<file path="src/rtl/fwd_hazard_ctrl_pkg.sv">
// Shared types and constants for the EX-stage forwarding/hazard controller.
package fwd_hazard_ctrl_pkg;

  localparam int unsigned REG_AW = 5;
  localparam int unsigned SEL_W  = 3;

  localparam logic [SEL_W-1:0] FWD_SEL_RF    = 3'd0;
  localparam logic [SEL_W-1:0] FWD_SEL_EXMEM = 3'd1;
  localparam logic [SEL_W-1:0] FWD_SEL_MEMWB = 3'd2;
  localparam logic [SEL_W-1:0] FWD_SEL_RSVD  = 3'd3;

  typedef struct packed {
    logic              valid;
    logic              wr_en;
    logic [REG_AW-1:0] wr_addr;
    logic              is_load;
  } stage_t;

  typedef enum logic {StRun, StStall} ctrl_st_e;

  // GPR $0 is hardwired to zero, so it never produces a hazard.
  function automatic logic hz_match(stage_t s, logic [REG_AW-1:0] r);
    return s.valid & s.wr_en & (s.wr_addr == r) & (r != '0);
  endfunction

endpackage

</file>
<file path="src/rtl/fwd_hazard_ctrl_if.sv">
// ID-side request and forwarding/stall response bundle of the hazard controller.
interface fwd_hazard_ctrl_if #(
  parameter int unsigned CNT_W = 16
);
  import fwd_hazard_ctrl_pkg::*;

  logic              id_valid;
  logic [REG_AW-1:0] id_rs;
  logic [REG_AW-1:0] id_rt;
  logic              id_uses_rs;
  logic              id_uses_rt;
  logic              id_wr_en;
  logic [REG_AW-1:0] id_wr_addr;
  logic              id_is_load;
  logic              flush;
  logic [SEL_W-1:0]  fwd_a_sel;
  logic [SEL_W-1:0]  fwd_b_sel;
  logic              stall;
  logic              bubble;
  logic [CNT_W-1:0]  stall_cnt;

  modport master (
    output id_valid, id_rs, id_rt, id_uses_rs, id_uses_rt, id_wr_en, id_wr_addr, id_is_load,
           flush,
    input  fwd_a_sel, fwd_b_sel, stall, bubble, stall_cnt
  );

  modport slave (
    input  id_valid, id_rs, id_rt, id_uses_rs, id_uses_rt, id_wr_en, id_wr_addr, id_is_load,
           flush,
    output fwd_a_sel, fwd_b_sel, stall, bubble, stall_cnt
  );

endinterface

</file>
<file path="src/rtl/fwd_stage_reg.sv">
// One shadow pipeline stage record; clr_i loads an empty (bubble) record.
module fwd_stage_reg
  import fwd_hazard_ctrl_pkg::*;
(
  input  logic   clk,
  input  logic   rst,
  input  logic   clr_i,
  input  stage_t d_i,
  output stage_t q_o
);

  stage_t stage_d, stage_q;

  always_comb begin
    stage_d = clr_i ? '0 : d_i;
  end

  always_ff @(posedge clk or posedge rst) begin
    if (rst) begin
      stage_q <= '0;
    end else begin
      stage_q <= stage_d;
    end
  end

  assign q_o = stage_q;

endmodule

</file>
<file path="src/rtl/fwd_hazard_ctrl.sv">
// Registered EX operand forwarding selects plus load-use stall/bubble control
// for a 5-stage MIPS pipeline, using its own EX/MEM/WB destination shadow.
module fwd_hazard_ctrl
  import fwd_hazard_ctrl_pkg::*;
#(
  parameter int unsigned CNT_W = 16
) (
  input logic              clk,
  input logic              rst,
  fwd_hazard_ctrl_if.slave bus
);

  stage_t   id_stage, ex_q, mem_q, wb_q;
  ctrl_st_e st_d, st_q;
  logic     load_use, stall, bubble;

  logic [SEL_W-1:0] sel_a_d, sel_a_q, sel_b_d, sel_b_q;
  logic [CNT_W-1:0] cnt_d, cnt_q;

  function automatic logic [SEL_W-1:0] next_sel(stage_t ex, stage_t mem, logic [REG_AW-1:0] r);
    if (hz_match(ex, r) && !ex.is_load) return FWD_SEL_EXMEM;
    if (hz_match(mem, r))               return FWD_SEL_MEMWB;
    return FWD_SEL_RF;
  endfunction

  assign id_stage = '{valid:   bus.id_valid,
                      wr_en:   bus.id_wr_en,
                      wr_addr: bus.id_wr_addr,
                      is_load: bus.id_is_load};

  fwd_stage_reg u_ex  (.clk(clk), .rst(rst), .clr_i(bubble), .d_i(id_stage), .q_o(ex_q));
  fwd_stage_reg u_mem (.clk(clk), .rst(rst), .clr_i(1'b0),   .d_i(ex_q),     .q_o(mem_q));
  fwd_stage_reg u_wb  (.clk(clk), .rst(rst), .clr_i(1'b0),   .d_i(mem_q),    .q_o(wb_q));

  // Register file writes in the first half-cycle, so WB never needs a forward.
  logic unused_wb;
  assign unused_wb = ^wb_q;

  assign load_use = bus.id_valid & ex_q.is_load &
                    ((bus.id_uses_rs & hz_match(ex_q, bus.id_rs)) |
                     (bus.id_uses_rt & hz_match(ex_q, bus.id_rt)));

  always_ff @(posedge clk or posedge rst) begin
    if (rst) begin
      st_q <= StRun;
    end else begin
      st_q <= st_d;
    end
  end

  always_comb begin
    st_d = st_q;
    unique case (st_q)
      StRun:   if (!bus.flush && load_use) st_d = StStall;
      StStall: st_d = StRun;
      default: st_d = StRun;
    endcase
  end

  // Flush wins over a simultaneous load-use.
  always_comb begin
    stall  = 1'b0;
    bubble = 1'b0;
    if (bus.flush) begin
      bubble = 1'b1;
    end else if (st_q == StRun && load_use) begin
      stall  = 1'b1;
      bubble = 1'b1;
    end
  end

  always_comb begin
    sel_a_d = FWD_SEL_RF;
    sel_b_d = FWD_SEL_RF;
    if (bus.id_valid && !bubble) begin
      sel_a_d = next_sel(ex_q, mem_q, bus.id_rs);
      sel_b_d = next_sel(ex_q, mem_q, bus.id_rt);
    end
    cnt_d = cnt_q;
    if (stall && cnt_q != '1) cnt_d = cnt_q + CNT_W'(1);
  end

  always_ff @(posedge clk or posedge rst) begin
    if (rst) begin
      sel_a_q <= FWD_SEL_RF;
      sel_b_q <= FWD_SEL_RF;
      cnt_q   <= '0;
    end else begin
      sel_a_q <= sel_a_d;
      sel_b_q <= sel_b_d;
      cnt_q   <= cnt_d;
    end
  end

  assign bus.fwd_a_sel = sel_a_q;
  assign bus.fwd_b_sel = sel_b_q;
  assign bus.stall     = stall;
  assign bus.bubble    = bubble;
  assign bus.stall_cnt = cnt_q;

endmodule

</file>
<file path="src/flat_wrapper.sv">
// flat-port wrapper written by rule: the top's interface ports become plain ports
module fwd_hazard_ctrl_flat import fwd_hazard_ctrl_pkg::*;
#(
  parameter int unsigned CNT_W = 16
)
  (clk, rst, bus_id_valid, bus_id_rs, bus_id_rt, bus_id_uses_rs, bus_id_uses_rt, bus_id_wr_en, bus_id_wr_addr, bus_id_is_load, bus_flush, bus_fwd_a_sel, bus_fwd_b_sel, bus_stall, bus_bubble, bus_stall_cnt);
  fwd_hazard_ctrl_if #(.CNT_W(CNT_W)) bus_i ();
  input logic clk;
  input logic rst;
  input wire logic [$bits(bus_i.id_valid)-1:0] bus_id_valid;
  input wire logic [$bits(bus_i.id_rs)-1:0] bus_id_rs;
  input wire logic [$bits(bus_i.id_rt)-1:0] bus_id_rt;
  input wire logic [$bits(bus_i.id_uses_rs)-1:0] bus_id_uses_rs;
  input wire logic [$bits(bus_i.id_uses_rt)-1:0] bus_id_uses_rt;
  input wire logic [$bits(bus_i.id_wr_en)-1:0] bus_id_wr_en;
  input wire logic [$bits(bus_i.id_wr_addr)-1:0] bus_id_wr_addr;
  input wire logic [$bits(bus_i.id_is_load)-1:0] bus_id_is_load;
  input wire logic [$bits(bus_i.flush)-1:0] bus_flush;
  output wire logic [$bits(bus_i.fwd_a_sel)-1:0] bus_fwd_a_sel;
  output wire logic [$bits(bus_i.fwd_b_sel)-1:0] bus_fwd_b_sel;
  output wire logic [$bits(bus_i.stall)-1:0] bus_stall;
  output wire logic [$bits(bus_i.bubble)-1:0] bus_bubble;
  output wire logic [$bits(bus_i.stall_cnt)-1:0] bus_stall_cnt;
  assign bus_i.id_valid = bus_id_valid;
  assign bus_i.id_rs = bus_id_rs;
  assign bus_i.id_rt = bus_id_rt;
  assign bus_i.id_uses_rs = bus_id_uses_rs;
  assign bus_i.id_uses_rt = bus_id_uses_rt;
  assign bus_i.id_wr_en = bus_id_wr_en;
  assign bus_i.id_wr_addr = bus_id_wr_addr;
  assign bus_i.id_is_load = bus_id_is_load;
  assign bus_i.flush = bus_flush;
  assign bus_fwd_a_sel = bus_i.fwd_a_sel;
  assign bus_fwd_b_sel = bus_i.fwd_b_sel;
  assign bus_stall = bus_i.stall;
  assign bus_bubble = bus_i.bubble;
  assign bus_stall_cnt = bus_i.stall_cnt;
  fwd_hazard_ctrl #(.CNT_W(CNT_W)) u_core (.clk(clk), .rst(rst), .bus(bus_i));
endmodule
</file>
<file path="config.mk">
export PLATFORM = sky130hd
export DESIGN_NAME = fwd_hazard_ctrl_flat
export DESIGN_NICKNAME = d
export VERILOG_FILES = /design/src/rtl/fwd_hazard_ctrl_pkg.sv /design/src/rtl/fwd_hazard_ctrl_if.sv /design/src/rtl/fwd_stage_reg.sv /design/src/rtl/fwd_hazard_ctrl.sv /design/src/flat_wrapper.sv
export SDC_FILE = /design/constraint.sdc
export NUM_CORES = 1
export LEC_CHECK = 0
export ABC_AREA = 1
export BUFFER_PORTS_ARGS = -buffer_cell sky130_fd_sc_hd__buf_4
export CORE_UTILIZATION = 48
export CTS_BUF_LIST = sky130_fd_sc_hd__clkbuf_4 sky130_fd_sc_hd__clkbuf_8 sky130_fd_sc_hd__clkbuf_16
export CTS_CLUSTER_DIAMETER = 60
export DETAILED_ROUTE_END_ITERATION = 7
export GPL_ROUTABILITY_DRIVEN = 1
export PLACE_DENSITY = 0.75
export SLEW_MARGIN = 40
export SYNTH_ARGS = -nofsm -noshare
export SYNTH_HDL_FRONTEND = slang
export SYNTH_SLANG_ARGS = --single-unit
</file>
<file path="constraint.sdc">
create_clock -name clk -period 1.7 [get_ports clk]
set_clock_uncertainty 0.15 [all_clocks]
set_input_delay 0.425 -clock clk [delete_from_list [all_inputs] [get_ports clk]]
set_output_delay 0.425 -clock clk [all_outputs]
set_load 0.02 [all_outputs]
</file>
==> out/qor.csv <==
metric,value,unit
DRT iter0 DRCs,95,
DR DRC count,0,
CP max-delay cell,dfrtp_2,
Placed Instance Area,0.00262,mm2
"Period Utilization, post-route",135,%
DRT Pass-1 Iters,4,
Detailed Place HPWL,3700,um
PortBufs,44,
Critical Path Source,u_core.u_ex.q_o[5]$_DFF_PP0_,
FF-to-FF path depth,15,
dpl ws,-0.448,ns
Synth warnings,0,
Sw Ratio,24.3,%
leak pwr,1.59,nW
Synth-to-Final Area Change,47.1,%
multi-input logic area,0.00105,mm2
required time worst endpoint,1.12,ns
number of global-route vias before repair,1798,
Max-Cap Viols,0,
Mapped Avg Cell Area,7.55,um2
fill count,328,
Synth Instances,264,
non-filler instance count after layout,401,
Max clock buf depth,2,
Main synth FF type,dfrtp_1,
clk sinks,36,
Die W,66.4,um
initial antenna violation count,0,
largest net degree at the start of global routing,37,
status,"complete, but fails checks",
part of the power in the clock network,40.9,%
VDD IR max,0.522,mV
Vias,1925,
DR WL/cell,12.8,um
Total Wirelength,5120,um
synthesized flop and latch total,36,
fin util,73.3,%
Worst setup EP type,output pin,
RR Endpoint,u_core.bus.stall_cnt[9]$_DFFE_PP0P_,
Pwr Density,635,mW/mm2
CTS Buf Count,5,
cell family with most CP delay,simple AND/OR/NAND/NOR gates,
cell-internal power,1.41,mW
Comb pwr share,11.1,%
Root Buffer,clkbuf_8,
die footprint,0.00441,mm2
count of final setup violators,31,
Final nets,374,
Seq pwr share,48.0,%
Worst setup SP type,register,
"Distinct cells, synth",26,
Hold Path Class,input port to asynchronous set/reset pin,
asr flop ratio synth,100,%
io pins,47,
failing checks,negative setup slack,
Initial Util,49.8,%
routability-driven placement congestion ratio,0.894,
TNS Setup,-8.30,ns
first-pass GRT wire length,8110,um
CP most frequent cell,nand2_1,
total grt overflow,0,
crit-path cells,inv_1 > nand2_1 > nand2_1 > nand2_1 > nor2_2 > nand3_2 > nand2_4 > nand3b_1 > nand2_4 > buf_6,
kind of critical path,register to output pin,
Final min period,2.30,ns
Final WS setup,-0.599,ns
RSZ-0062 raised after global routing,yes,
post-route cell area,0.00293,mm2
slowest cell delay on critical path,0.45,ns
Reg2Reg Launch Point,u_core.u_ex.q_o[5]$_DFF_PP0_,
GR Util All Layers,25.3,%
sequential share of the synthesized area,45.2,%
Antenna Cells,0,
H-Tree Depth,2,
die height,66.4,um
DR vias/cell,4.80,
critical-path maximum fanout,4,
"Cell Area, Synth",0.00199,mm2
FMAX,435,MHz
CP arrival,1.72,ns
Reg area,907,um2
layout cells sized above 1,39.9,%
number of synthesized flops with an enable pin,0,
Rows,23,
remaining antenna violation count,0,
Final Hold Fails,0,
CTS tree,built,
clock latency on the worst-skew pair,0.30,ns
cell count after placement,388,
Worst-path clk slew,0.08,ns
Buf/Inv on CP,2,
Net Sw Power,452,uW
R2R setup slack,-0.37,ns
core area,0.00400,mm2
Final Max Slew Viols,0,
## cells by family (layout without fill, tap and decap cells)
family                     Yosys count  count (layout)  synth area share, %
and+or+nand+nor                    156             156                 33.4
buffers and inverters               43             129                 9.23
DFF                                 36              36                 45.2
xor gates and xnor gates            22              22                 9.67
AOI/OAI and AO/OA                    5               5                 1.70
adders and majority gates            1               1                0.628
other                                1               2                0.188
## Yosys cell counts, types with 2 or more instances
cell / n / share of area, %
a211oi_1: 3 / 1.1
buf_4: 2 / 0.75
buf_6: 2 / 1.1
dfrtp_1: 36 / 45
inv_1: 36 / 6.8
inv_2: 3 / 0.57
nand2_1: 96 / 18
nand3_1: 17 / 4.3
nand3b_1: 2 / 0.75
nand4_1: 2 / 0.63
nor2_1: 27 / 5.1
nor2_2: 2 / 0.63
nor3_1: 3 / 0.75
xnor2_1: 13 / 5.7
xor2_1: 9 / 4.0
## cell type report
type | count | share of cell area (%)
Clock inverter | 3 | 1.45
Inverter | 39 | 5.00
Timing Repair Buffer | 82 | 22.3
Sequential cell | 36 | 31.0
Multi-Input combinational cell | 186 | 35.8
Tap cell | 50 | 2.13
Clock buffer | 5 | 2.35
## cells in the final DEF (no fill, tap or decap), types with 2 or more instances in the layout
master	count
dfrtp_2	5
buf_4	74
buf_6	6
xnor2_2	2
nand2_1	78
nor2_2	6
nand3_1	14
inv_1	32
conb_1	2
nand2_2	15
nand4_1	2
dfrtp_1	31
xnor2_1	11
inv_2	7
nor3_1	3
nand3b_1	2
nand3_2	2
nand2_4	4
buf_8	2
nor2_4	3
a211oi_1	3
nand3_4	2
clkbuf_8	5
nor2_1	21
xor2_1	9
## routing by layer
metal	GRT usage, %	wire (um)	share of wire, %
met5	0	0	0
met4	10.6	99	1.9
met3	5.86	230	4.5
met2	43.0	2670	52
met1	30.4	2120	41
## repair_timing
action	in CTS	in global routing
hold buffers	0	0
hold endpoints to repair	0	0
buffers inserted	6	4
pin swaps	8	5
setup endpoints to repair	30	31
resized for setup	23	25
gates cloned	0	0
## per-stage QoR
stage / hold slack (ns) / power [mW]
after floorplan: 0.204 / 1.00
after global placement: 0.211 / 1.09
after detailed placement: 0.218 / 1.09
after CTS: 0.0885 / 1.86
after global routing: 0.110 / 1.93
final: 0.0781 / 1.86
## sequential cells by signal, indices dropped and copies added (netlist names)
signal / flops
u_core.bus.fwd_a_sel: 2
u_core.bus.fwd_b_sel: 2
u_core.bus.stall_cnt: 16
u_core.st_q: 1
u_core.u_ex.q_o: 8
u_core.u_mem.q_o: 7
## tightest hold or removal path, cell delays in order
cell and delay, ns:
buf_4 0.10, inv_1 0.04, buf_4 0.39
## power groups by stage
| stage | clock [mW] | sequential [mW] | combinational [mW] |
|---|---|---|---|
| 6_report | 0.761 | 0.894 | 0.206 |
| 5_1_grt | 0.806 | 0.895 | 0.225 |
| 4_1_cts | 0.776 | 0.892 | 0.193 |
| 3_5_place_dp | 0 | 0.909 | 0.186 |
| 3_3_place_gp | 0 | 0.908 | 0.182 |
| 2_1_floorplan | 0 | 0.904 | 0.0958 |
## worst max-delay path by stage
stage	end	slack, ns	cells past startpoint
final	bus_bubble	-0.60	10
after global routing	bus_bubble	-0.67	9
after global placement	bus_bubble	-0.37	9
after floorplan	bus_bubble	-0.08	7
after detailed placement	bus_bubble	-0.45	9
after CTS	bus_bubble	-0.54	10
Note: power is estimated with default switching activity, not from simulation.
